--- src/rtl/secuenciador_lectura_rtc_if.sv ---
// rtl/secuenciador_lectura_rtc_if.sv - RTC bus controller read handshake
// Purpose: groups the read request/acknowledge signals between the sweep
//   sequencer (master) and the RTC bus controller (slave).
// Signals:
//   rd_req   master->slave  read request, held until rd_ack or abandoned
//   rd_addr  master->slave  RTC register address
//   rd_ack   slave->master  read complete, rd_data valid this cycle
//   rd_data  slave->master  BCD byte {tens,units}
interface secuenciador_lectura_rtc_if;
  logic       rd_req;
  logic [7:0] rd_addr;
  logic       rd_ack;
  logic [7:0] rd_data;

  modport master (output rd_req, output rd_addr, input rd_ack, input rd_data);
  modport slave  (input rd_req, input rd_addr, output rd_ack, output rd_data);
endinterface

--- src/rtl/secuenciador_lectura_rtc.sv ---
// rtl/secuenciador_lectura_rtc.sv - RTC field sweep reader feeding the digit latch
// Purpose: sweeps the nine time/date/timer fields, reads each from the RTC,
//   splits the BCD byte into units/tens and strobes it out with its index.
// Ports:
//   clk, reset    clock, asynchronous active-low reset
//   escribiendo   user write mode; suppresses sweeping and strobes
//   bus           read handshake to the RTC bus controller (master side)
//   direccion     field index 0..8
//   dig1_Unit/Dec units/tens nibble of last captured field
//   en_out        one-cycle strobe, direccion/dig1_* valid
//   barrido_fin   one-cycle pulse after field 8
//   error_to      sticky read timeout flag
//   bcd_err       pulses with en_out when a nibble was > 9
module secuenciador_lectura_rtc #(
  parameter logic [15:0] PAUSA   = 16'd1000,
  parameter logic [7:0]  TIMEOUT = 8'd255
) (
  input  logic                              clk,
  input  logic                              reset,
  input  logic                              escribiendo,
  secuenciador_lectura_rtc_if.master        bus,
  output logic [3:0]                        direccion,
  output logic [3:0]                        dig1_Unit,
  output logic [3:0]                        dig1_Dec,
  output logic                              en_out,
  output logic                              barrido_fin,
  output logic                              error_to,
  output logic                              bcd_err
);

  typedef enum logic [1:0] {ESPERA, PEDIR, CAPTURA, SIGUIENTE} estado_t;

  estado_t     estado_q, estado_d;
  logic [15:0] pausa_q, pausa_d;
  logic [7:0]  to_q, to_d;
  logic [3:0]  dir_q, dir_d;
  logic [7:0]  dato_q, dato_d;
  logic [3:0]  unit_q, unit_d;
  logic [3:0]  dec_q, dec_d;
  logic        error_q, error_d;

  logic [3:0]  unit_nuevo, dec_nuevo;
  logic        nibble_malo;

  // Out-of-range BCD nibbles are forced to zero rather than passed through.
  assign unit_nuevo  = (dato_q[3:0] > 4'd9) ? 4'h0 : dato_q[3:0];
  assign dec_nuevo   = (dato_q[7:4] > 4'd9) ? 4'h0 : dato_q[7:4];
  assign nibble_malo = (dato_q[3:0] > 4'd9) || (dato_q[7:4] > 4'd9);

  assign direccion = dir_q;
  assign error_to  = error_q;

  always_comb begin
    bus.rd_addr = 8'h00;
    case (dir_q)
      4'd0: bus.rd_addr = 8'h23;
      4'd1: bus.rd_addr = 8'h22;
      4'd2: bus.rd_addr = 8'h21;
      4'd3: bus.rd_addr = 8'h25;
      4'd4: bus.rd_addr = 8'h24;
      4'd5: bus.rd_addr = 8'h26;
      4'd6: bus.rd_addr = 8'h43;
      4'd7: bus.rd_addr = 8'h42;
      4'd8: bus.rd_addr = 8'h41;
      default: bus.rd_addr = 8'h00;
    endcase
  end

  always_comb begin
    estado_d    = estado_q;
    pausa_d     = pausa_q;
    to_d        = to_q;
    dir_d       = dir_q;
    dato_d      = dato_q;
    unit_d      = unit_q;
    dec_d       = dec_q;
    error_d     = error_q;
    bus.rd_req  = 1'b0;
    en_out      = 1'b0;
    barrido_fin = 1'b0;
    bcd_err     = 1'b0;
    // Digits come straight from the decoder during the strobe cycle so they
    // are valid together with en_out, then are held from the registers.
    dig1_Unit   = unit_q;
    dig1_Dec    = dec_q;

    case (estado_q)
      ESPERA: begin
        if (escribiendo) begin
          pausa_d = PAUSA;
        end else if (pausa_q <= 16'd1) begin
          pausa_d  = 16'd0;
          estado_d = PEDIR;
        end else begin
          pausa_d = pausa_q - 16'd1;
        end
      end
      PEDIR: begin
        // An outstanding read always finishes (ack or timeout), even if
        // escribiendo rises meanwhile.
        bus.rd_req = 1'b1;
        if (bus.rd_ack) begin
          dato_d   = bus.rd_data;
          to_d     = 8'd0;
          estado_d = CAPTURA;
        end else if (to_q == TIMEOUT - 8'd1) begin
          to_d     = 8'd0;
          error_d  = 1'b1;
          estado_d = SIGUIENTE;
        end else begin
          to_d = to_q + 8'd1;
        end
      end
      CAPTURA: begin
        if (escribiendo) begin
          pausa_d  = PAUSA;
          estado_d = ESPERA;
        end else begin
          en_out    = 1'b1;
          bcd_err   = nibble_malo;
          dig1_Unit = unit_nuevo;
          dig1_Dec  = dec_nuevo;
          unit_d    = unit_nuevo;
          dec_d     = dec_nuevo;
          error_d   = 1'b0;
          estado_d  = SIGUIENTE;
        end
      end
      SIGUIENTE: begin
        if (dir_q == 4'd8) begin
          dir_d       = 4'd0;
          barrido_fin = 1'b1;
          pausa_d     = PAUSA;
          estado_d    = ESPERA;
        end else begin
          dir_d    = dir_q + 4'd1;
          estado_d = PEDIR;
        end
      end
      default: estado_d = ESPERA;
    endcase
  end

  always_ff @(posedge clk or negedge reset) begin
    if (!reset) begin
      estado_q <= ESPERA;
      pausa_q  <= PAUSA;
      to_q     <= 8'd0;
      dir_q    <= 4'd0;
      dato_q   <= 8'd0;
      unit_q   <= 4'd0;
      dec_q    <= 4'd0;
      error_q  <= 1'b0;
    end else begin
      estado_q <= estado_d;
      pausa_q  <= pausa_d;
      to_q     <= to_d;
      dir_q    <= dir_d;
      dato_q   <= dato_d;
      unit_q   <= unit_d;
      dec_q    <= dec_d;
      error_q  <= error_d;
    end
  end

endmodule

--- src/flat_wrapper.sv ---
// flat-port wrapper written by rule: the top's interface ports become plain ports
module secuenciador_lectura_rtc_flat 
#(
  parameter logic [15:0] PAUSA   = 16'd1000,
  parameter logic [7:0]  TIMEOUT = 8'd255
)
  (clk, reset, escribiendo, direccion, dig1_Unit, dig1_Dec, en_out, barrido_fin, error_to, bcd_err, bus_rd_req, bus_rd_addr, bus_rd_ack, bus_rd_data);
  secuenciador_lectura_rtc_if bus_i ();
  input  logic clk;
  input  logic reset;
  input  logic escribiendo;
  output logic [3:0] direccion;
  output logic [3:0] dig1_Unit;
  output logic [3:0] dig1_Dec;
  output logic en_out;
  output logic barrido_fin;
  output logic error_to;
  output logic bcd_err;
  output wire logic [$bits(bus_i.rd_req)-1:0] bus_rd_req;
  output wire logic [$bits(bus_i.rd_addr)-1:0] bus_rd_addr;
  input wire logic [$bits(bus_i.rd_ack)-1:0] bus_rd_ack;
  input wire logic [$bits(bus_i.rd_data)-1:0] bus_rd_data;
  assign bus_rd_req = bus_i.rd_req;
  assign bus_rd_addr = bus_i.rd_addr;
  assign bus_i.rd_ack = bus_rd_ack;
  assign bus_i.rd_data = bus_rd_data;
  secuenciador_lectura_rtc #(.PAUSA(PAUSA), .TIMEOUT(TIMEOUT)) u_core (.clk(clk), .reset(reset), .escribiendo(escribiendo), .bus(bus_i), .direccion(direccion), .dig1_Unit(dig1_Unit), .dig1_Dec(dig1_Dec), .en_out(en_out), .barrido_fin(barrido_fin), .error_to(error_to), .bcd_err(bcd_err));
endmodule
--- config.mk ---
export PLATFORM = sky130hd
export DESIGN_NAME = secuenciador_lectura_rtc_flat
export DESIGN_NICKNAME = d
export VERILOG_FILES = /design/src/rtl/secuenciador_lectura_rtc_if.sv /design/src/rtl/secuenciador_lectura_rtc.sv /design/src/flat_wrapper.sv
export SDC_FILE = /design/constraint.sdc
export NUM_CORES = 1
export LEC_CHECK = 0
export BUFFER_PORTS_ARGS = -buffer_cell sky130_fd_sc_hd__buf_2
export CAP_MARGIN = 20
export CORE_ASPECT_RATIO = 0.75
export CORE_MARGIN = 1.5
export CORE_UTILIZATION = 50
export CTS_CLUSTER_DIAMETER = 80
export DETAILED_ROUTE_END_ITERATION = 16
export GPL_TIMING_DRIVEN = 0
export MAX_ROUTING_LAYER = met4
export PLACE_DENSITY = 0.81
export SLEW_MARGIN = 10
export SYNTH_ARGS = -nofsm -noshare
export SYNTH_HDL_FRONTEND = slang
export SYNTH_SLANG_ARGS = --single-unit
--- constraint.sdc ---
create_clock -name clk -period 1.8 [get_ports clk]
set_clock_uncertainty 0.1 [all_clocks]
set_input_delay 0 -clock clk [delete_from_list [all_inputs] [get_ports clk]]
set_output_delay 0 -clock clk [all_outputs]
set_load 0.01 [all_outputs]
Yosys cells after proc, flatten, opt, wreduce, memory -nomap -nowiden
Memory sizes are Yosys's and may differ from the RTL's. Index checks and enable logic that the tools add are counted.

Memories kept: 1. Output and inout port bits: 25. Word-level logic and storage cells: 68. Register bits after elaboration: 47. Bits of input ports: 12. Bits in read-only memories: 80.

Eq/ne operators: 13. Multiplexer cells: 32. Add/sub/neg operators: 3. Reductions and logical operators: 8. Order comparisons: 3.

Memories: (no name shown) (words 16, bits a word 5, read ports 1, clocked after Yosys merged registers in 0, wr ports 0, RTL line secuenciador_lectura_rtc.sv:55) `case (dir_q)`.

Operators with widths (number): $mux 16 (4); $pmux 16 s3 (1); $mux 4 (7); $le 16x1->1 const B (1); $mux 8 (2); $sub 16x1->16 const B (1); $mux 1 (11); $mux 2 (5); $add 8x1->8 const B (1); $eq 8x8->1 const B (1); $gt 4x4->1 const B (2); $ne 2x2->1 const B (4); $pmux 2 s4 (1); $ne 2x1->1 const B (3); $reduce_and 3->1 (2); $add 4x1->4 const B (1); $eq 2x2->1 const B (2); $eq 4x4->1 const B (1); $reduce_and 4->1 (1); $ne 3x2->1 const B (1); $reduce_bool 3->1 (1); $eq 2x1->1 const B (1); $logic_not 2->1 (1); $pmux 1 s2 (1); other kinds (3) (3).

Depth between registers and ports, before layout
Depth after elaboration: 4. Gate-level depth with buffers: 7. Gate-level depth less buffers: 7.

Least setup slack after synthesis
OpenSTA, ideal clock, no wires.

Kind: reg-to-reg. Start: register u_core.dir_q[1], in the netlist u_core.direccion[1]. End: register u_core.pausa_q[9]. Required time: 1634 ps. Path slack: -179 ps. Path buffers: 0. Arrival: 1813 ps. Period minus slack after synthesis: 1979 ps. Cell stages (with the launch flop): 8. Library setup time: 66 ps. Path through: dfrtp_1 -> inv_1 -> ha_1 -> nand4b_1 -> a21oi_4 -> o21ai_1 -> or4_1 -> nand4_1.

Word-level cells in the longest chain between the ends: 3.

RTL lines: start, declared (RTL line secuenciador_lectura_rtc.sv:36) `logic [3:0] dir_q, dir_d;`; start signal, assigned (RTL line secuenciador_lectura_rtc.sv:158) `dir_q <= dir_d;`; $eq 4x4->1 (RTL line secuenciador_lectura_rtc.sv:130) `if (dir_q == 4'd8) begin`; $ne 2x1->1 (no line); $reduce_and 3->1 (no line); end signal, assigned (RTL line secuenciador_lectura_rtc.sv:156) `pausa_q <= pausa_d;`; end, declared (RTL line secuenciador_lectura_rtc.sv:34) `logic [15:0] pausa_q, pausa_d;`.

No other way between the ends. A chain may end at the register's enable or synchronous reset.

Final worst setup path
Start: register u_core.pausa_q[8]. End: register u_core.pausa_q[2].

Word-level cells in the longest chain between the ends: 4.

RTL lines: $le 16x1->1 (RTL line secuenciador_lectura_rtc.sv:91) `end else if (pausa_q <= 16'd1) begin`; $mux 16 (RTL line secuenciador_lectura_rtc.sv:91); $mux 16 (RTL line secuenciador_lectura_rtc.sv:89) `if (escribiendo) begin`; $pmux 16 s3 (RTL line secuenciador_lectura_rtc.sv:87) `case (estado_q)`.

No other way between the ends.

==> out/results.ini <==
[clock_tree]
cts_root_buf=clkbuf_8
clk_pin_slew_ns=0.10
tritoncts=yes
clock_latency_ns=0.32
clock-sinks=47
clock_path_buffers=2
cts_buffers=5
h-tree-depth=2

[placed_design]
place_congestion=0.8360
postPlaceCellArea_sq_mm=0.002820
place_ws_ns=-0.2522
io_buffers=33
dp_hpwl_mm=3.757
placedCellCount=365

[global_route]
grt_pass1_vias=2309
grt_max_degree=48
overflow=0
grt_use_total_pct=24.73
antenna_found_initial=0
grt_pass1_wl_mm=10.56

[route]
viasPerCell=5.788
ant_nets=0
first_iter_violations=156
drc_errors=2
wl_per_cell_um=16.97
wirelength_mm=7.211
first_pass_iters=10
vias=2460

[synth]
async_reset_ff_share_pct=100.0
synth_top_area_share_pct=40.28
ys.flop_type=dfrtp_1
seq_area_frac_synth_pct=46.46
synthTopCellsByArea=dfrtp_1 (40%), dfstp_2 (6.2%), nand2_1 (5.7%)
netlist.top_cell.by_area=dfrtp_1
ys_types=45
synthCells=270
avgSynthCellArea_sq_um=9.435
syn-cell-area_sq_mm=0.002547
ys_ff_latch=47
ys_warn_count=0
synth-edff-count=0

[floorplanning]
dieArea_sq_mm=0.005537
die_y_um=64.82
initial_core_util_pct=51.99
io_pins=37
coreArea_sq_mm=0.004900
std_cell_rows=22
die_x_um=85.42

[timing]
final_max_slew_viol_count=0
whs_ns=0.07567
fmax_ghz=0.5048
worst_slack_ns=-0.1810
finalHoldViolations=0
tns_ns=-2.207
min_period_ns=1.981
setup_viol=24
period_share_pct=110.1
rsz0062_at_grt=yes

[finish]
fin_nets=385
final_cells=425
post-route-util_pct=74.44
layout_commonest_cell=buf_4
mostFrequentLayoutCells=buf_4 (39), dfrtp_1 (38), buf_2 (31), nand2_1 (28), o21ai_0 (19)
final_cell_area_sq_mm=0.003647
num_antenna_cells=0
drive_gt1_share_pct=44.38
syn2layout_area_growth_pct=43.17

[critical_path]
worstPathBufferInverterCount=0
cp_common_cell=or3_4
crit_type=reg -> reg
cp_slowest_stage_delay_ns=0.46
cp-end-kind=flip-flop
arrival_ns=2.09
required_ns=1.91
slowest_stage=or3_4
ff2ff_path_depth=5
r2r_slack_ns=-0.18
reg2reg_from=u_core.pausa_q[8]$_DFFE_PN1P_
worstSetupStartpointType=flip-flop
cp_top_family=simple AND/OR/NAND/NOR gates
path_cells=or3_4 > or3_4 > o21ai_4 > o21ai_1 > a21o_1
path_max_fanout=8
r2r_end=u_core.pausa_q[2]$_DFFE_PN0P_

[min_path]
min_path_cells=3
hp-class=in -> reg
holdPathEnd=u_core.unit_q[3]$_DFF_PN0_
min-delay-start=escribiendo

[power]
power.total_mw=5.134
powerDensity_mw_per_mm2=1408
irDropWorstVdd_uv=885.1
leakage_nw=1.636

[outcome]
violations=DRC, setup timing
status=complete, but fails checks

[flow_run]
maxCapViolCount=0

==> synth_stat cells (3+ instances only) <==
cell and number:
buf_6 3, dfstp_2 6, a22o_1 3, nor3_1 9, inv_1 9, a21oi_1 9, nand3_1 15, clkbuf_1 3
ha_1 9, nand2b_1 7, nand4_1 3, a21o_1 5, dfrtp_1 41, o21ai_1 9, o21ai_0 29, buf_4 3
buf_2 3, mux2_2 9, nor2_1 17, nand2_1 39, or3_1 3, o31ai_1 5
==> flip-flops by register name, indices dropped and copies added (netlist names) <==
name              cells
u_core.unit_q         4
u_core.to_q           8
u_core.estado_q       2
u_core.direccion      4
u_core.dec_q          4
u_core.pausa_q       16
u_core.dato_q         8
u_core.error_to       1
==> worst register-to-register path: cells and delay by family (launching register included) <==
kind	cells	cell delay [ns]
compound gates	3	0.53
flops	1	0.40
simple gates	2	0.84
==> layer usage <==
layer	part of all wire (%)	track usage [%]	vias up
met5	0	-	-
met4	1.7	6.452	0
met3	5.0	4.968	19
met2	50	41.04	93
met1	43	31.33	1199
li1	-	-	1149
==> final cells by class <==
cell class,count,area (sq um)
inverter,9,41.29
tap,60,75.07
fill,332,1252
clock buffer,5,68.82
multi-input combinational,206,1515
clock inverter,3,25.02
timing repair buffer,86,656.9
buffer,9,77.57
sequential,47,1187
==> timing repair <==
item / 4_1_cts / 5_1_grt
hold buffers: 11 / 1
hold endpoints to repair: 56 / 7
setup buffers: 23 / 16
pin swaps: 8 / 22
endpoints found under the setup margin: 37 / 43
gates resized for setup: 26 / 56
cloned: 0 / 3
==> worst max path at each step <==
stage	cells after the start	slack (ns)	from	endpoint
detailed placement	6	-0.25	u_core.pausa_q[11]$_DFFE_PN0P_	u_core.pausa_q[12]$_DFFE_PN0P_
CTS	5	-0.18	u_core.pausa_q[12]$_DFFE_PN0P_	u_core.pausa_q[12]$_DFFE_PN0P_
global placement	6	-0.21	u_core.pausa_q[11]$_DFFE_PN0P_	u_core.pausa_q[12]$_DFFE_PN0P_
global route	5	-0.25	u_core.pausa_q[8]$_DFFE_PN1P_	u_core.pausa_q[12]$_DFFE_PN0P_
finish	5	-0.18	u_core.pausa_q[8]$_DFFE_PN1P_	u_core.pausa_q[2]$_DFFE_PN0P_
floorplan	6	-0.1	u_core.pausa_q[11]$_DFFE_PN0P_	u_core.pausa_q[12]$_DFFE_PN0P_
==> report_power, final <==
group / internal (mW) / switching [mW]
Clock: 0.284 / 0.416
Combinational: 1.29 / 1.43
Sequential: 1.39 / 0.318
Total: 2.97 / 2.16
==> cell families after synthesis <==
family          synth area share [%]
simple gates                   21.22
buf+inv                        4.567
mux                            3.978
other cells                   0.1472
flops                          46.46
xor+xnor                      0.3439
fa+ha+maj                      4.421
compound gates                 18.86
(Power assumes the default switching activity.)
